## src/rtl/fetch_pkg.sv

```systemverilog
// rtl/fetch_pkg.sv - opcode constants, bubble word and IF/ID record shared by the fetch stage
package fetch_pkg;

    localparam logic [6:0]  OPC_BRANCH = 7'b1100011;
    localparam logic [6:0]  OPC_JAL    = 7'b1101111;
    localparam logic [31:0] NOP_WORD   = 32'h0000_0013;

    typedef struct packed {
        logic [31:0] pc;
        logic [31:0] instr;
        logic        valid;
        logic        pred_taken;
    } ifid_t;

endpackage

```

## src/rtl/fetch_predecode.sv

```systemverilog
// rtl/fetch_predecode.sv - static predictor: JAL and backward branches taken, else pc+4
module fetch_predecode
    import fetch_pkg::*;
#(
    parameter bit PREDICT_EN = 1'b1
) (
    input  logic [31:0] instr,
    input  logic [31:0] pc,
    output logic        pred_taken,
    output logic [31:0] pred_target
);

    logic [31:0] jal_off;
    logic [31:0] br_off;

    always_comb begin
        jal_off     = {{11{instr[31]}}, instr[31], instr[19:12], instr[20], instr[30:21], 1'b0};
        br_off      = {{19{instr[31]}}, instr[31], instr[7], instr[30:25], instr[11:8], 1'b0};
        pred_taken  = 1'b0;
        pred_target = pc + 32'd4;
        if (PREDICT_EN) begin
            if (instr[6:0] == OPC_JAL) begin
                pred_taken  = 1'b1;
                pred_target = pc + jal_off;
            end else if (instr[6:0] == OPC_BRANCH && instr[31]) begin
                // sign bit set means a backward offset; JALR is left for decode
                pred_taken  = 1'b1;
                pred_target = pc + br_off;
            end
        end
    end

endmodule

```

## src/rtl/fetch_stage.sv

```systemverilog
// rtl/fetch_stage.sv - PC register, static-predicted next PC, IF/ID register and redirect counter
module fetch_stage
    import fetch_pkg::*;
#(
    parameter logic [31:0] RESET_PC   = 32'h0000_0000,
    parameter logic [31:0] NOP_INSTR  = NOP_WORD,
    parameter bit          PREDICT_EN = 1'b1
) (
    input  logic        clk,
    input  logic        rst,
    output logic [31:0] imem_addr,
    input  logic [31:0] imem_rdata,
    input  logic        stall,
    input  logic        npc_control,
    input  logic [31:0] jump_target_PC,
    output logic [31:0] PC_Dec,
    output logic [31:0] instruction_Dec,
    output logic        valid_Dec,
    output logic        pred_taken_Dec,
    output logic [31:0] redirect_count
);

    logic [31:0] pc_q;
    ifid_t       ifid_q;
    logic [31:0] count_q;
    logic        pred_taken;
    logic [31:0] pred_target;
    logic        unused_tgt_lsbs;

    assign unused_tgt_lsbs = ^jump_target_PC[1:0];

    fetch_predecode #(
        .PREDICT_EN (PREDICT_EN)
    ) u_predecode (
        .instr       (imem_rdata),
        .pc          (pc_q),
        .pred_taken  (pred_taken),
        .pred_target (pred_target)
    );

    always_ff @(posedge clk or posedge rst) begin
        if (rst) begin
            pc_q    <= RESET_PC;
            ifid_q  <= '{pc: RESET_PC, instr: NOP_INSTR, valid: 1'b0, pred_taken: 1'b0};
            count_q <= '0;
        end else if (npc_control) begin
            // redirect wins over stall; PC_Dec keeps its old value under the bubble
            pc_q              <= {jump_target_PC[31:2], 2'b00};
            ifid_q.instr      <= NOP_INSTR;
            ifid_q.valid      <= 1'b0;
            ifid_q.pred_taken <= 1'b0;
            if (count_q != '1) begin
                count_q <= count_q + 32'd1;
            end
        end else if (!stall) begin
            pc_q   <= pred_target;
            ifid_q <= '{pc: pc_q, instr: imem_rdata, valid: 1'b1, pred_taken: pred_taken};
        end
    end

    assign imem_addr       = pc_q;
    assign PC_Dec          = ifid_q.pc;
    assign instruction_Dec = ifid_q.instr;
    assign valid_Dec       = ifid_q.valid;
    assign pred_taken_Dec  = ifid_q.pred_taken;
    assign redirect_count  = count_q;

endmodule
```

## config.mk

```make
export PLATFORM = sky130hd
export DESIGN_NAME = fetch_stage
export DESIGN_NICKNAME = d
export VERILOG_FILES = /design/src/rtl/fetch_pkg.sv /design/src/rtl/fetch_predecode.sv /design/src/rtl/fetch_stage.sv
export SDC_FILE = /design/constraint.sdc
export NUM_CORES = 1
export LEC_CHECK = 0
export BUFFER_PORTS_ARGS = -buffer_cell sky130_fd_sc_hd__buf_2
export CAP_MARGIN = 30
export CORE_ASPECT_RATIO = 0.8
export CORE_MARGIN = 3
export CORE_UTILIZATION = 45
export DETAILED_ROUTE_END_ITERATION = 12
export PLACE_DENSITY = 0.72
export SYNTH_ARGS = -nofsm -noshare
export SYNTH_HDL_FRONTEND = slang
export SYNTH_SLANG_ARGS = --single-unit
export TNS_END_PERCENT = 5
```

## constraint.sdc

```tcl
create_clock -name clk -period 8.65 [get_ports clk]
set_clock_uncertainty 0.1 [all_clocks]
set_input_delay 1.73 -clock clk [delete_from_list [all_inputs] [get_ports clk]]
set_output_delay 1.73 -clock clk [all_outputs]
set_load 0.01 [all_outputs]
```

==> metrics.yaml, run 1 <==
cts_setup_buffers: 0
slowest_stage: "fa_1"
slew_headroom: 0.343
synthTopCellsByArea: "dfrtp_1, nand2_1, ha_1"
status: "completed"
final_nets: 1372
start_util: 0.461
syn_inst: 1098
wl_mm: 29.9
drive_gt1_frac: 0.210
clock.fmax_ghz: 0.225
antenna_found_initial: 1
grt_usage: 0.267
use_met2: 0.391
min_period_ns: 4.45
critPathBufInv: 2
max_stage_delay_ns: 0.44
viasPerCell: 5.93
synth_edf_count: 0
maxSlewViolCount: 0
arrival_ns: 4.67
top_usage_layer: "met1"
layout_common_cells: "buf_2, nand2_1, dfrtp_1, nor2_1, a21oi_1"
synth_top_area_cell: "dfrtp_1"
grt_pass1_vias: 8592
ys_seq_area_frac: 0.348
hold_path.class: "reg -> reg"
numCtsBuffers: 17
overflow: 0
grt_max_degree: 72
clk_pin_slew_ns: 0.07
async_reset_ff_frac: 1.00
grtUsageMet3: 0.0563
path_max_fanout: 3
drtIter0Drc: 956
drc: 0
final_common_cell: "buf_2"
die_area_mm2: 0.0222
cp_top_family: "compound AO/OA/AOI/OAI gates"
core_area_mm2: 0.0200
cts-root-buf: "clkbuf_16"
die_x_um: 166
fin_setup_tns_ns: 0
endpoint_kind: "flop"
start_kind: "input port"
power_leakage_nw: 5.22
post_drt_wl_per_cell_um: 19.5
final_antenna_net_count: 0
cts_buffer_depth: 2
hold_viol_final: 0
grt_setup_unrepaired: "no"
synth.distinct_cells: 81
cts_tree: "done"
synthesis.area_mm2: 0.00920
cts_resized: 0
required_ns: 8.87
dr.pass1.iters: 6
ys_ff_latch: 128
ir_drop_mv: 0.103
path_class: "in -> reg"
io_pins: 198
cp_cell_sequence: "buf_2 -> ha_1 -> inv_1 -> fa_1 -> nand2b_1 -> a21oi_1 -> o2111ai_2 -> a31oi_4 -> a2111oi_2 -> o31a_1 -> and3_1 -> or3_1 -> o311a_1"
area_growth_pct: 17.4
cap_viol_max_count: 0
worst_slew_pin_slew_ns: 0.986
cts_num_sinks: 128
grt_pass1_wl_mm: 47.8
use_met1: 0.403
clk_latency_ns: 0.43
setup_violations: 0
finalCritPeriodShare: 0.514
power_density_mw_per_mm2: 192
h-tree-depth: 4
synth.avg_cell_area_um2: 8.38
final_util: 0.541
core.rowCount: 46
place_hpwl_mm: 21.4
io_buffer_count: 193
synth-warning-count: 0
synth_top_area_share: 0.340
ys.flop_type: "dfrtp_1"
vias: 9106
gp_congestion: 0.946
dieHeight_um: 134
hold_buffers: 0
## synth_stat cells (all sizes together) (8+ instances only)
library cell	number
a211oi	21
a21o	20
a21oi	86
a221oi	11
a31oi	8
and3	22
and4	10
buf	22
clkbuf	41
dfrtp	125
ha	45
inv	26
mux2i	33
nand2	185
nand3	34
nand4	12
nor2	107
nor3	17
o211ai	8
o21a	11
o21ai	64
o21bai	8
o22ai	8
xnor2	42
xor2	35
## final cells by class
cell class                      count  area (µm²)
Antenna cell                        1        2.50
Timing Repair Buffer              202        1050
Tap cell                          264         330
Clock buffer                       17         425
Clock inverter                     15         140
Sequential cell                   128        3210
Inverter                           26         103
Multi-Input combinational cell    882        5550
Fill cell                        1895        9170
## sequential cells by signal (all words and copies together), names as in the netlist
register and count:
PC_Dec 31, imem_addr 31, instruction_Dec 32, pred_taken_Dec 1, redirect_count 32, valid_Dec 1
## logic make-up after synthesis
group / count (synthesis) / synth area share
and+or+nand+nor: 421 / 0.207
AOI/OAI and AO/OA: 299 / 0.217
DFF: 128 / 0.348
buffers and inverters: 89 / 0.0494
xor gates and xnor gates: 77 / 0.0733
adders and majority gates: 47 / 0.0655
muxes: 36 / 0.0396
other: 1 / 0.000407
## worst register-to-register path: stages, from the launching register on
cell and delay [ns]:
dfrtp_1 0.61, inv_1 0.23, fa_1 0.54, nand2b_1 0.19, a21oi_1 0.21, o2111ai_2 0.19, a31oi_4 0.26, a2111oi_2 0.12
o31a_1 0.37, and3_1 0.20, or3_1 0.40, o311a_1 0.13
## path summary, 6_finish.rpt
check                                    startpoint                         endpoint  slack (ns)  depth (start not counted)
max reg2reg                imem_addr[2]$_DFFE_PP0N_        imem_addr[21]$_DFFE_PP0N_        5.00                         11
min reg2reg                   PC_Dec[7]$_DFFE_PP0P_            PC_Dec[7]$_DFFE_PP0P_        0.37                          2
max in group asynchronous                       rst  instruction_Dec[27]$_DFFE_PP0N_        5.89                          3
min in group asynchronous                       rst        imem_addr[28]$_DFFE_PP0N_        1.29                          2
min                           PC_Dec[7]$_DFFE_PP0P_            PC_Dec[7]$_DFFE_PP0P_        0.37                          2
max                                   imem_rdata[8]        imem_addr[21]$_DFFE_PP0N_        4.20                         13
## stage by stage
stage	worst slack (ns)	total power [mW]	instances	area (µm²)	hold slack, ns
finish	4.20	2.07	1535	10800	0.367
detailed placement	3.82	1.36	1502	10200	0.357
CTS	4.25	2.07	1534	10800	0.374
global route	4.05	2.18	1535	10800	0.395
global placement	3.81	1.35	1501	10200	0.355
floorplan	3.41	1.16	1099	9210	0.414
## report_power, final
part / leakage [nW] / switching, mW / total (mW) / internal [mW]
clock: 0.271 / 0.327 / 0.708 / 0.381
sequential: 1.63 / 0.0828 / 0.744 / 0.661
combinational: 3.31 / 0.373 / 0.620 / 0.247
total: 5.22 / 0.782 / 2.07 / 1.29
## routing by layer
layer	share of wire	wire [µm]
met1	0.48	14300
met4	0.014	432
met5	0	0
met2	0.42	12500
met3	0.092	2750
Note: power is estimated with default switching activity, not from simulation.
==> inputs of run 2 (changes only) <==
--- a/config.mk
+++ b/config.mk
@@ -11,7 +11,7 @@
 export CORE_MARGIN = 3
 export CORE_UTILIZATION = 45
 export DETAILED_ROUTE_END_ITERATION = 12
-export PLACE_DENSITY = 0.72
+export PLACE_DENSITY = 0.75
 export SYNTH_ARGS = -nofsm -noshare
 export SYNTH_HDL_FRONTEND = slang
 export SYNTH_SLANG_ARGS = --single-unit
==> constraint.sdc (replaced) <==
create_clock -name clk -period 3.7 [get_ports clk]
set_clock_uncertainty 0.1 [all_clocks]
set_input_delay 0.74 -clock clk [delete_from_list [all_inputs] [get_ports clk]]
set_output_delay 0.74 -clock clk [all_outputs]
set_load 0.01 [all_outputs]
==> run 2 against run 1 <==
Net effect: die area unchanged; routed wire length up 1.9%; core utilization up 1.8 points; sequential cell count unchanged; cell count up 2.7%; global-route usage up 0.086 points; worst setup slack worse by 3.9 ns; first-iteration DRC count up 23%; critical path type is now reg -> reg; largest power group is now clock.
==> metrics.yaml, run 2 (same netlist as run 1, synthesis figures left out) <==
fillers: 1798
cts_num_sinks: 128
slew_headroom: 0.377
grt_max_degree: 57
path_max_fanout: 5
p_int_mw: 3.22
wl_mm: 30.5
viasPerCell: 5.83
cts-root-buf: "clkbuf_16"
hold_path.class: "in -> async"
grt_usage: 0.268
cp_cell_sequence: "ha_1 -> inv_1 -> fa_1 -> nand2b_1 -> a21oi_1 -> o2111ai_2 -> a31oi_4 -> a2111oi_2 -> o31a_1 -> and3_1 -> or3_1 -> o311a_1"
start_kind: "flop"
max_stage_delay_ns: 0.51
cap_viol_max_count: 0
status: "completed"
final_antenna_net_count: 0
final_nets: 1414
gp_congestion: 0.955
p_seq_frac: 0.337
final_common_cell: "buf_2"
diodes: 0
critPathBufInv: 1
power_frac_comb: 0.313
ir_drop_mv: 0.254
cts_tree: "done"
h-tree-depth: 4
clk_pin_slew_ns: 0.06
path_class: "reg -> reg"
antenna_found_initial: 0
vias: 9186
min_period_ns: 3.37
dieHeight_um: 134
cts_resized: 0
core_area_mm2: 0.0200
numCtsBuffers: 17
core.rowCount: 46
drive_gt1_frac: 0.236
die_x_um: 166
arrival_ns: 3.58
layout_common_cells: "buf_2, nand2_1, dfrtp_1, nor2_1, a21oi_1"
power_leakage_nw: 5.45
start_util: 0.461
hold_viol_final: 0
io_buffer_count: 193
die_area_mm2: 0.0222
swShare: 0.361
setup_violations: 0
clk_latency_ns: 0.43
worst_slew_pin_slew_ns: 0.931
grt_setup_unrepaired: "no"
endpoint_kind: "flop"
overflow: 0
dr.pass1.iters: 5
post_drt_wl_per_cell_um: 19.3
drtIter0Drc: 1173
slowest_stage: "dfrtp_1"
hold_buffers: 0
cp_top_family: "compound AO/OA/AOI/OAI gates"
final_util: 0.559
maxSlewViolCount: 0
cts_buffer_depth: 2
clock.fmax_ghz: 0.297
grt_pass1_wl_mm: 47.5
area_growth_pct: 21.4
io_pins: 198
place_hpwl_mm: 22.6
finalCritPeriodShare: 0.910
clock_power_share: 0.349
grt_pass1_vias: 8382
fin_setup_tns_ns: 0
switching_power_mw: 1.82
cts_setup_buffers: 0
required_ns: 3.91
drc: 0
power_density_mw_per_mm2: 452
run 2: cell types whose count changed in the layout (fill, tap and decap cells not counted):
| cell | previous run | this run |
|---|---|---|
| buf_12 | 1 | 2 |
| buf_4 | 10 | 51 |
| bufinv_16 | 0 | 2 |
| clkbuf_8 | 0 | 1 |
| clkinv_2 | 0 | 1 |
| clkinvlp_4 | 3 | 2 |
| diode_2 | 1 | 0 |
| inv_8 | 5 | 2 |
run 2: path summary, 6_finish.rpt:
kind	start	endpoint	slack, ns	cells past startpoint
worst max-delay path	imem_addr[1]$_DFFE_PP0P_	imem_addr[21]$_DFFE_PP0N_	0.33	12
worst min-delay path	rst	PC_Dec[30]$_DFFE_PP0P_	0.35	2
worst max register to register	imem_addr[1]$_DFFE_PP0P_	imem_addr[21]$_DFFE_PP0N_	0.33	12
worst min register to register	PC_Dec[26]$_DFFE_PP0P_	PC_Dec[26]$_DFFE_PP0P_	0.37	2
max in group asynchronous	rst	instruction_Dec[1]$_DFFE_PP1N_	2.41	3
min in group clk	PC_Dec[26]$_DFFE_PP0P_	PC_Dec[26]$_DFFE_PP0P_	0.37	2
run 2: layout make-up:
cell class / count / area, µm² / share of cell area
clock buffer: 18 / 439 / 0.0393
inverter: 26 / 101 / 0.00907
timing repair buffer: 244 / 1380 / 0.123
tap: 264 / 330 / 0.0296
multi-input combinational: 882 / 5550 / 0.497
sequential: 128 / 3210 / 0.287
clock inverter: 14 / 165 / 0.0148
run 2: worst reg2reg max path, delay by kind of cell (launching register included):
kind	cells	cell delay [ns]
AO/OA/AOI/OAI	6	1.20
adder cells (fa/ha/maj)	2	0.65
buffers and inverters	1	0.06
flip-flops	1	0.51
AND/OR/NAND/NOR	3	0.73
run 2: power groups by stage:
stage          logic (mW)  clock network (mW)  registers (mW)
2_1_floorplan       0.934                   0            1.77
3_3_place_gp         1.53                   0            1.71
3_5_place_dp         1.55                   0            1.72
4_1_cts              1.56                1.79            1.70
5_1_grt              1.73                1.85            1.72
6_report             1.58                1.76            1.70
run 2: stage by stage:
step,setup WS [ns],hold WS [ns],power [mW],instance area [µm²],std cells
after floorplan,0.413,0.414,2.71,9210,1099
final,0.334,0.353,5.04,11200,1576
after CTS,0.338,0.364,5.04,11200,1576
after detailed placement,0.0863,0.358,3.27,10600,1544
after global routing,0.184,0.388,5.30,11200,1576
after global placement,0.115,0.354,3.24,10600,1544
run 2: metal layers:
| metal | GRT usage | vias to the layer above | part of all wire |
|---|---|---|---|
| met5 | 0 | - | 0 |
| met4 | 0.0494 | 0 | 0.0082 |
| met3 | 0.0592 | 24 | 0.10 |
| met2 | 0.373 | 492 | 0.40 |
| met1 | 0.425 | 4342 | 0.49 |
| li1 | - | 4328 | - |
